[src/rtl/lpix_burst_pkg.sv]
`default_nettype none
// ============================================================================
//  Module      : lpix_burst_pkg
//  Description : Shared definitions for the lpix burst bridge. Holds the
//                fixed parcel field widths, the parcel width helper functions
//                and the issue state machine encoding.
//  Revision    : 1.0  initial release
// ============================================================================
package lpix_burst_pkg;

    localparam int LEN_W   = 8;
    localparam int SIZE_W  = 3;
    localparam int BURST_W = 2;

    // Request parcel, MSB to LSB: {burden, write, len, size, burst, wstrb, wdata, addr}
    function automatic int bw_qparcel(input int bw_addr, input int bw_data, input int bw_burden);
        return bw_burden + 1 + LEN_W + SIZE_W + BURST_W + (bw_data / 8) + bw_data + bw_addr;
    endfunction

    // Response parcel, MSB to LSB: {burden, error, rdata}
    function automatic int bw_yparcel(input int bw_data, input int bw_burden);
        return bw_burden + 1 + bw_data;
    endfunction

    typedef enum logic [0:0] {
        ST_HEAD   = 1'b0,   // queue head is the first beat of a transaction
        ST_WBURST = 1'b1    // streaming the remaining beats of a write burst
    } issue_state_t;

endpackage
`default_nettype wire

[src/rtl/lpix_sync_fifo.sv]
`default_nettype none
// ============================================================================
//  Module      : lpix_sync_fifo
//  Description : Single-clock FIFO with first-word-fall-through read data.
//  Ports       : clk, rstnn (async active-low), i_clear (sync flush),
//                i_push/i_push_data, i_pop/o_pop_data, o_empty, o_full.
//                Pushes while full and pops while empty are ignored.
//  Revision    : 1.0  initial release
// ============================================================================
module lpix_sync_fifo #(
    parameter int WIDTH = 8,
    parameter int DEPTH = 4
) (
    input  logic             clk,
    input  logic             rstnn,
    input  logic             i_clear,
    input  logic             i_push,
    input  logic [WIDTH-1:0] i_push_data,
    input  logic             i_pop,
    output logic [WIDTH-1:0] o_pop_data,
    output logic             o_empty,
    output logic             o_full
);
    localparam int AW = (DEPTH > 1) ? $clog2(DEPTH) : 1;
    localparam int CW = $clog2(DEPTH + 1);
    localparam logic [AW-1:0] C_LAST_PTR = AW'(DEPTH - 1);
    localparam logic [CW-1:0] C_DEPTH    = CW'(DEPTH);

    logic [WIDTH-1:0] r_mem [DEPTH];
    logic [AW-1:0]    r_wr_ptr;
    logic [AW-1:0]    r_rd_ptr;
    logic [CW-1:0]    r_count;
    logic             w_do_push;
    logic             w_do_pop;

    function automatic logic [AW-1:0] f_next(input logic [AW-1:0] p);
        return (p == C_LAST_PTR) ? '0 : p + AW'(1);
    endfunction

    assign o_empty    = (r_count == '0);
    assign o_full     = (r_count == C_DEPTH);
    assign w_do_push  = i_push & ~o_full;
    assign w_do_pop   = i_pop & ~o_empty;
    assign o_pop_data = r_mem[r_rd_ptr];

    always_ff @(posedge clk or negedge rstnn) begin
        if (!rstnn) begin
            r_wr_ptr <= '0;
            r_rd_ptr <= '0;
            r_count  <= '0;
        end else if (i_clear) begin
            r_wr_ptr <= '0;
            r_rd_ptr <= '0;
            r_count  <= '0;
        end else begin
            if (w_do_push) r_wr_ptr <= f_next(r_wr_ptr);
            if (w_do_pop)  r_rd_ptr <= f_next(r_rd_ptr);
            case ({w_do_push, w_do_pop})
                2'b10:   r_count <= r_count + CW'(1);
                2'b01:   r_count <= r_count - CW'(1);
                default: r_count <= r_count;
            endcase
        end
    end

    // Storage carries no reset; occupancy alone decides what is valid.
    always_ff @(posedge clk) begin
        if (w_do_push && !i_clear) r_mem[r_wr_ptr] <= i_push_data;
    end

endmodule
`default_nettype wire

[src/rtl/lpix_burst_bridge.sv]
`default_nettype none
// ============================================================================
//  Module      : lpix_burst_bridge
//  Description : Buffers master request beats, forwards them to the slave
//                while limiting the number of unanswered transactions, and
//                marks the last response beat of each transaction.
//  Ports       : clk, rstnn (async active-low), clear (sync flush),
//                enable (admit new transactions),
//                m_q* master request in, s_q* slave request out (+s_qlast),
//                s_y* slave response in, m_y* master response out
//                (m_yparcel = {ylast, s_yparcel}).
//  Revision    : 1.0  initial release
// ============================================================================
module lpix_burst_bridge
    import lpix_burst_pkg::*;
#(
    parameter  int BW_ADDR         = 32,
    parameter  int BW_DATA         = 32,
    parameter  int BW_BURDEN       = 1,
    parameter  int QUEUE_DEPTH     = 4,
    parameter  int MAX_OUTSTANDING = 8,
    localparam int BW_QPARCEL      = bw_qparcel(BW_ADDR, BW_DATA, BW_BURDEN),
    localparam int BW_YPARCEL      = bw_yparcel(BW_DATA, BW_BURDEN)
) (
    input  logic                  clk,
    input  logic                  rstnn,
    input  logic                  clear,
    input  logic                  enable,
    input  logic                  m_qvalid,
    output logic                  m_qready,
    input  logic [BW_QPARCEL-1:0] m_qparcel,
    output logic                  s_qvalid,
    input  logic                  s_qready,
    output logic [BW_QPARCEL-1:0] s_qparcel,
    output logic                  s_qlast,
    input  logic                  s_yvalid,
    output logic                  s_yready,
    input  logic [BW_YPARCEL-1:0] s_yparcel,
    output logic                  m_yvalid,
    input  logic                  m_yready,
    output logic [BW_YPARCEL:0]   m_yparcel
);
    localparam int OFF_LEN = BW_ADDR + BW_DATA + (BW_DATA / 8) + BURST_W + SIZE_W;
    localparam int OFF_WR  = OFF_LEN + LEN_W;
    localparam int TRK_W   = 1 + LEN_W;

    issue_state_t     r_state, w_state_nxt;
    logic [LEN_W-1:0] r_beat_cnt, w_beat_cnt_nxt;
    logic [LEN_W-1:0] r_rsp_cnt;

    logic             w_req_empty, w_req_full, w_req_pop;
    logic             w_head_write;
    logic [LEN_W-1:0] w_head_len;

    logic             w_trk_push, w_trk_pop, w_trk_empty, w_trk_full;
    logic [TRK_W-1:0] w_trk_head;
    logic             w_trk_write;
    logic [LEN_W-1:0] w_trk_len;
    logic             w_ylast, w_rsp_hs;

    // ---------------- request queue ----------------
    // rstnn gates ready so the master never sees a handshake while reset is held.
    assign m_qready = rstnn & enable & ~clear & ~w_req_full;

    lpix_sync_fifo #(
        .WIDTH (BW_QPARCEL),
        .DEPTH (QUEUE_DEPTH)
    ) u_req_fifo (
        .clk         (clk),
        .rstnn       (rstnn),
        .i_clear     (clear),
        .i_push      (m_qvalid & m_qready),
        .i_push_data (m_qparcel),
        .i_pop       (w_req_pop),
        .o_pop_data  (s_qparcel),
        .o_empty     (w_req_empty),
        .o_full      (w_req_full)
    );

    assign w_head_write = s_qparcel[OFF_WR];
    assign w_head_len   = s_qparcel[OFF_LEN +: LEN_W];
    assign w_req_pop    = s_qvalid & s_qready;

    // ---------------- issue FSM ----------------
    always_ff @(posedge clk or negedge rstnn) begin
        if (!rstnn) begin
            r_state    <= ST_HEAD;
            r_beat_cnt <= '0;
        end else begin
            r_state    <= w_state_nxt;
            r_beat_cnt <= w_beat_cnt_nxt;
        end
    end

    always_comb begin
        w_state_nxt    = r_state;
        w_beat_cnt_nxt = r_beat_cnt;
        s_qvalid       = 1'b0;
        s_qlast        = 1'b0;
        w_trk_push     = 1'b0;
        if (clear) begin
            w_state_nxt    = ST_HEAD;
            w_beat_cnt_nxt = '0;
        end else begin
            case (r_state)
                ST_HEAD: begin
                    // Only a new transaction is subject to enable and the outstanding limit.
                    s_qvalid = ~w_req_empty & enable & ~w_trk_full;
                    // A read is a single request beat whatever its len.
                    s_qlast  = s_qvalid & (~w_head_write | (w_head_len == '0));
                    if (s_qvalid && s_qready) begin
                        w_trk_push = 1'b1;
                        if (w_head_write && (w_head_len != '0)) begin
                            w_beat_cnt_nxt = LEN_W'(1);
                            w_state_nxt    = ST_WBURST;
                        end
                    end
                end
                ST_WBURST: begin
                    // Remaining write beats belong to an admitted transaction, so they drain freely.
                    s_qvalid = ~w_req_empty;
                    s_qlast  = s_qvalid & (r_beat_cnt == w_head_len);
                    if (s_qvalid && s_qready) begin
                        if (s_qlast) begin
                            w_beat_cnt_nxt = '0;
                            w_state_nxt    = ST_HEAD;
                        end else begin
                            w_beat_cnt_nxt = r_beat_cnt + LEN_W'(1);
                        end
                    end
                end
                default: begin
                    w_state_nxt    = ST_HEAD;
                    w_beat_cnt_nxt = '0;
                end
            endcase
        end
    end

    // ---------------- tracking FIFO and response path ----------------
    lpix_sync_fifo #(
        .WIDTH (TRK_W),
        .DEPTH (MAX_OUTSTANDING)
    ) u_trk_fifo (
        .clk         (clk),
        .rstnn       (rstnn),
        .i_clear     (clear),
        .i_push      (w_trk_push),
        .i_push_data ({w_head_write, w_head_len}),
        .i_pop       (w_trk_pop),
        .o_pop_data  (w_trk_head),
        .o_empty     (w_trk_empty),
        .o_full      (w_trk_full)
    );

    assign w_trk_write = w_trk_head[TRK_W-1];
    assign w_trk_len   = w_trk_head[LEN_W-1:0];

    // With nothing tracked, responses are held at the slave rather than dropped.
    assign s_yready  = m_yready & ~w_trk_empty;
    assign m_yvalid  = s_yvalid & ~w_trk_empty;
    assign w_rsp_hs  = s_yvalid & s_yready;
    assign w_ylast   = ~w_trk_empty & (w_trk_write | (r_rsp_cnt == w_trk_len));
    assign w_trk_pop = w_rsp_hs & w_ylast;
    assign m_yparcel = {w_ylast, s_yparcel};

    always_ff @(posedge clk or negedge rstnn) begin
        if (!rstnn) begin
            r_rsp_cnt <= '0;
        end else if (clear) begin
            r_rsp_cnt <= '0;
        end else if (w_rsp_hs) begin
            r_rsp_cnt <= w_ylast ? '0 : r_rsp_cnt + LEN_W'(1);
        end
    end

endmodule
`default_nettype wire

[config.mk]
export PLATFORM = sky130hd
export DESIGN_NAME = lpix_burst_bridge
export DESIGN_NICKNAME = d
export VERILOG_FILES = /design/src/rtl/lpix_burst_pkg.sv /design/src/rtl/lpix_sync_fifo.sv /design/src/rtl/lpix_burst_bridge.sv
export SDC_FILE = /design/constraint.sdc
export NUM_CORES = 1
export LEC_CHECK = 0
export ABC_AREA = 1
export ABC_CLOCK_PERIOD_IN_PS = 5750
export BUFFER_PORTS_ARGS = -buffer_cell sky130_fd_sc_hd__buf_2
export CORE_UTILIZATION = 25
export CTS_BUF_LIST = sky130_fd_sc_hd__clkbuf_8
export CTS_CLUSTER_DIAMETER = 50
export CTS_CLUSTER_SIZE = 16
export DETAILED_ROUTE_END_ITERATION = 10
export PLACE_DENSITY = 0.43
export SYNTH_ARGS = -nofsm -noshare
export SYNTH_HDL_FRONTEND = slang
export SYNTH_SLANG_ARGS = --single-unit
[constraint.sdc]
create_clock -name clk -period 5.75 [get_ports clk]
set_clock_uncertainty 0.2 [all_clocks]
set_input_delay 0.575 -clock clk [delete_from_list [all_inputs] [get_ports clk]]
set_output_delay 0.575 -clock clk [all_outputs]
set_load 0.05 [all_outputs]
==> results.md <==
* Result of the run: complete, no violations
* Fraction of synthesis flops using an asynchronous set or reset pin at approximately 7.8%
* CTS H-Tree Depth at 2
* Total Neg Setup Slack at 0 ns
* Setup violations, final at 0
* Worst reg2reg startpoint: u_trk_fifo.r_rd_ptr[0]
* Cell Area, Placed at 19600 um^2
* Root Buffer: sky130_fd_sc_hd__clkbuf_8
* Power density of the placed cells at roughly 340 nW/um^2
* Fraction of the cycle the final worst path needs at between 80% and 90%
* Max-cap violations at 0
* Sequential cell area fraction in the yosys report at 72.6%
* Avg Inst Size Synth at around 12 um^2
* Vertical extent of the die at roughly 270 um
* Top-Level Pins at approximately 250
* Mapped Area at between 15000 and 20000 um^2
* Total Wirelength at between 40000 and 50000 um
* Remaining antenna violation count after routing at 0
* Busiest metal layer after global routing: met2
* Actual transition at the worst max-transition pin at around 1.2 ns
* GR met2 Demand/Resource at between 20% and 30%
* Detailed router's first-iteration violation count at 700
* Port Buffers at about 180
* Total CTS buffers at 54
* Clk slew on worst S/H paths at approximately 0.08 ns
* Arrival time worst endpoint at 4.10 ns
* Number of flops mapped to enable cells by yosys at 404
* Number of buffers and inverters on the critical path at 3
* Cell at the slowest stage of the critical path: sky130_fd_sc_hd__buf_4
* Cell depth of the worst hold path at 5
* Routability congestion estimate from global placement at around 0.74
* Number of antenna violations at the first check in global routing at 7
* Die span in x at 270 um
* Post-synth net total at ~1600
* Capture endpoint of the worst hold path: r_rsp_cnt[1]
* Detailed-routing iteration count for the pre-antenna-repair pass at 5
* Fraction of layout instances using a drive strength above 1 at 18.3%
* Area leader, netlist: sky130_fd_sc_hd__edfxtp_1
* Die Outline Area at roughly 73000 um^2
* Category of the worst setup path capture point: output port
* Type of the most critical hold path: in -> reg
* Via count of the routed design at ~12000
* Distinct cell type count after synthesis at 39
* DP Wirelength at ~27000 um
* Pin count of the biggest net entering global routing at between 80 and 90
* Clock Latency Late Sink at slightly below 0.7 ns
* Fillcell total at approximately 7200
* Post-layout net count at 1819
* Reg-to-Reg End: u_trk_fifo.r_count[3]
* Final routed DRC violation total at 0
* Maximum fanout along the worst path at 86
* Final Cell Area at 21700 um^2
* Total of warnings raised by yosys at 0
* Hold Startpoint: m_yready
* Met1 capacity usage during global routing at between 15 and 20%
* Global-route wire length before repair at just over 70000 um
* Final Max Slew Viols at 0
* Leading cell type in the layout, fill and taps excluded: sky130_fd_sc_hd__edfxtp_1
* Synth area leaders: sky130_fd_sc_hd__edfxtp_1 68%, sky130_fd_sc_hd__o21ai_0 4.9%, sky130_fd_sc_hd__dfrtp_1 4.8%
* Worst setup path category: reg -> out
* Minimum clock period after layout at approximately 4.9 ns
* Avg WL per Cell at about 17 um
* Via count of the first global-routing pass at roughly 12000
* Worst rel slew slack at 21.4%
* Worst-case register-to-register setup slack at between 1.5 and 2 ns
* Met3 global-route usage at roughly 4.3%
* Largest delay share family, worst path: buffers and inverters
* Clock sinks at roughly 440
* Register area at 13000 um^2
* Register bit total from synthesis at ~440
* Area of the core region at slightly above 70000 um^2
* Peak supply drop at approximately 0.00021 V
* Synth Flop Type: sky130_fd_sc_hd__edfxtp_1
* Most frequent cell on the critical path: sky130_fd_sc_hd__nand2_1
* Critical-path cell list: buf_4 -> nand2_1 -> nand3_1 -> nand2_1 -> inv_1 -> o22ai_1 -> nor2_1 -> nand2_1 -> nor2_1 -> nand3_2 -> o31ai_1 -> buf_2
* Area of combinational cells with multiple inputs at 3970 um^2
* Fraction of post-synthesis cell area in the top cell type by area at about two thirds
* Number of gates resized after cts at 0
* Maximum operating frequency at 0.205 GHz
* Worst EP required at a little under 5 ns
* Initial standard-cell utilization of the core at between 20% and 30%
* Total Routing Usage GR at approximately an eighth
* Clock tree from TritonCTS: yes
* Most used cells in the layout excluding fill and tap cells: 404 x sky130_fd_sc_hd__edfxtp_1, 193 x sky130_fd_sc_hd__nand2_1, 179 x sky130_fd_sc_hd__nor2_1, 179 x sky130_fd_sc_hd__buf_2, 174 x sky130_fd_sc_hd__o21ai_0
* Category of the worst setup path launch point: flip-flop
* Average vias per placed instance at between 4 and 5
* FP Rows at a little under 100
* Critical path's largest stage delay at between 0.7 and 0.8 ns
* Total congestion overflow at 0
* Count of final hold-check violations at 0
* Count of mapped cells out of synthesis at approximately 1400
* R2R cell count at 21
* P_leak at between 7 and 8 nW
* Area growth syn-to-layout at 21.3%
* Deepest clock path buffer count at 3
* Unrepaired setup endpoints after global routing: no
cell families (layout without fill, tap and decap cells):
family	count (synthesis)	after routing	synth area share, %
compound gates	278	278	8.57
simple gates	497	497	11.7
fa+ha+maj	14	14	1.06
flops	438	438	72.6
other cells	0	2	0
xor+xnor	14	14	0.685
buf+inv	205	482	5.44
stage by stage:
| step | hold WS (ns) | setup slack, ns | total power [W] | utilization [%] | instances |
|---|---|---|---|---|---|
| 4_1_cts | 0.168 | 0.611 | 0.00747 | 30.8 | 2663 |
| 6_report | 0.226 | 0.876 | 0.00733 | 30.8 | 2665 |
| 5_1_grt | 0.251 | 0.385 | 0.00766 | 30.8 | 2664 |
| 3_5_place_dp | 0.339 | 1.42 | 0.00486 | 27.8 | 2479 |
| 2_1_floorplan | 0.0794 | 0.00888 | 0.00455 | - | 1446 |
| 3_3_place_gp | 0.343 | 1.42 | 0.00485 | 27.8 | 2479 |
metal layers:
layer,part of all wire [%],up-vias
met5,0.11,-
li1,-,5568
met1,44,5640
met2,46,250
met4,2.1,8
met3,7.3,72
synth_stat cells, types with 4 or more instances:
library cell	n
sky130_fd_sc_hd__edfxtp_1	404
sky130_fd_sc_hd__nand2_1	193
sky130_fd_sc_hd__nor2_1	183
sky130_fd_sc_hd__o21ai_0	174
sky130_fd_sc_hd__inv_1	96
sky130_fd_sc_hd__nand3_1	89
sky130_fd_sc_hd__o22ai_1	86
sky130_fd_sc_hd__clkbuf_1	49
sky130_fd_sc_hd__buf_4	38
sky130_fd_sc_hd__dfrtp_1	34
sky130_fd_sc_hd__buf_2	14
sky130_fd_sc_hd__ha_1	12
sky130_fd_sc_hd__xor2_1	12
sky130_fd_sc_hd__nand4_1	9
sky130_fd_sc_hd__a21oi_1	7
sky130_fd_sc_hd__nor3_1	5
sky130_fd_sc_hd__or2_2	5
sky130_fd_sc_hd__buf_6	4
where the power goes:
part	switching, W	internal [W]
combinational	0.000951	0.000285
sequential	0.0000385	0.00354
clock	0.00135	0.00116
total	0.00234	0.00498
flip-flops by register name, indices dropped and copies added, names as in the netlist:
name / flops
u_req_fifo.r_mem: 332
u_trk_fifo.r_mem: 72
r_beat_cnt: 8
r_rsp_cnt: 8
u_trk_fifo.r_count: 4
u_req_fifo.r_count: 3
u_trk_fifo.r_rd_ptr: 3
u_trk_fifo.r_wr_ptr: 3
u_req_fifo.r_rd_ptr: 2
u_req_fifo.r_wr_ptr: 2
r_state: 1
worst max path at each step:
stage	start	to	slack [ns]	cells after the start
floorplan	clear	u_req_fifo.r_mem[0][0]	0.009	6
global placement	u_req_fifo.r_rd_ptr[0]	s_qlast	1.42	12
detailed placement	u_req_fifo.r_rd_ptr[0]	s_qlast	1.42	12
CTS	u_req_fifo.r_rd_ptr[0]	s_qlast	0.61	12
global route	u_req_fifo.r_rd_ptr[0]	s_qlast	0.39	12
finish	u_req_fifo.r_rd_ptr[0]	s_qlast	0.88	12
worst reg2reg max path, delay by kind of cell (launching register included):
family	cells	cell delay [ns]
fa+ha+maj	1	0.28
buf+inv	3	0.54
flops	1	0.89
compound gates	1	0.13
simple gates	15	1.46
xor+xnor	1	0.18
what timing repair did:
action                                  CTS  global route
endpoints found under the setup margin    0             0
endpoints found under the hold margin   367             0
hold buffers                             85             0
buffers inserted                          0             0
area by class of cell:
type                            instances  area share [%]
Clock buffer                           54            3.43
Antenna cell                            2          0.0231
Multi-Input combinational cell        803            18.3
Sequential cell                       438            59.9
Clock inverter                         45            2.28
Inverter                               99            1.74
Timing Repair Buffer                  284            8.97
Tap cell                              940            5.42
Note: power is estimated with default switching activity, not from simulation.
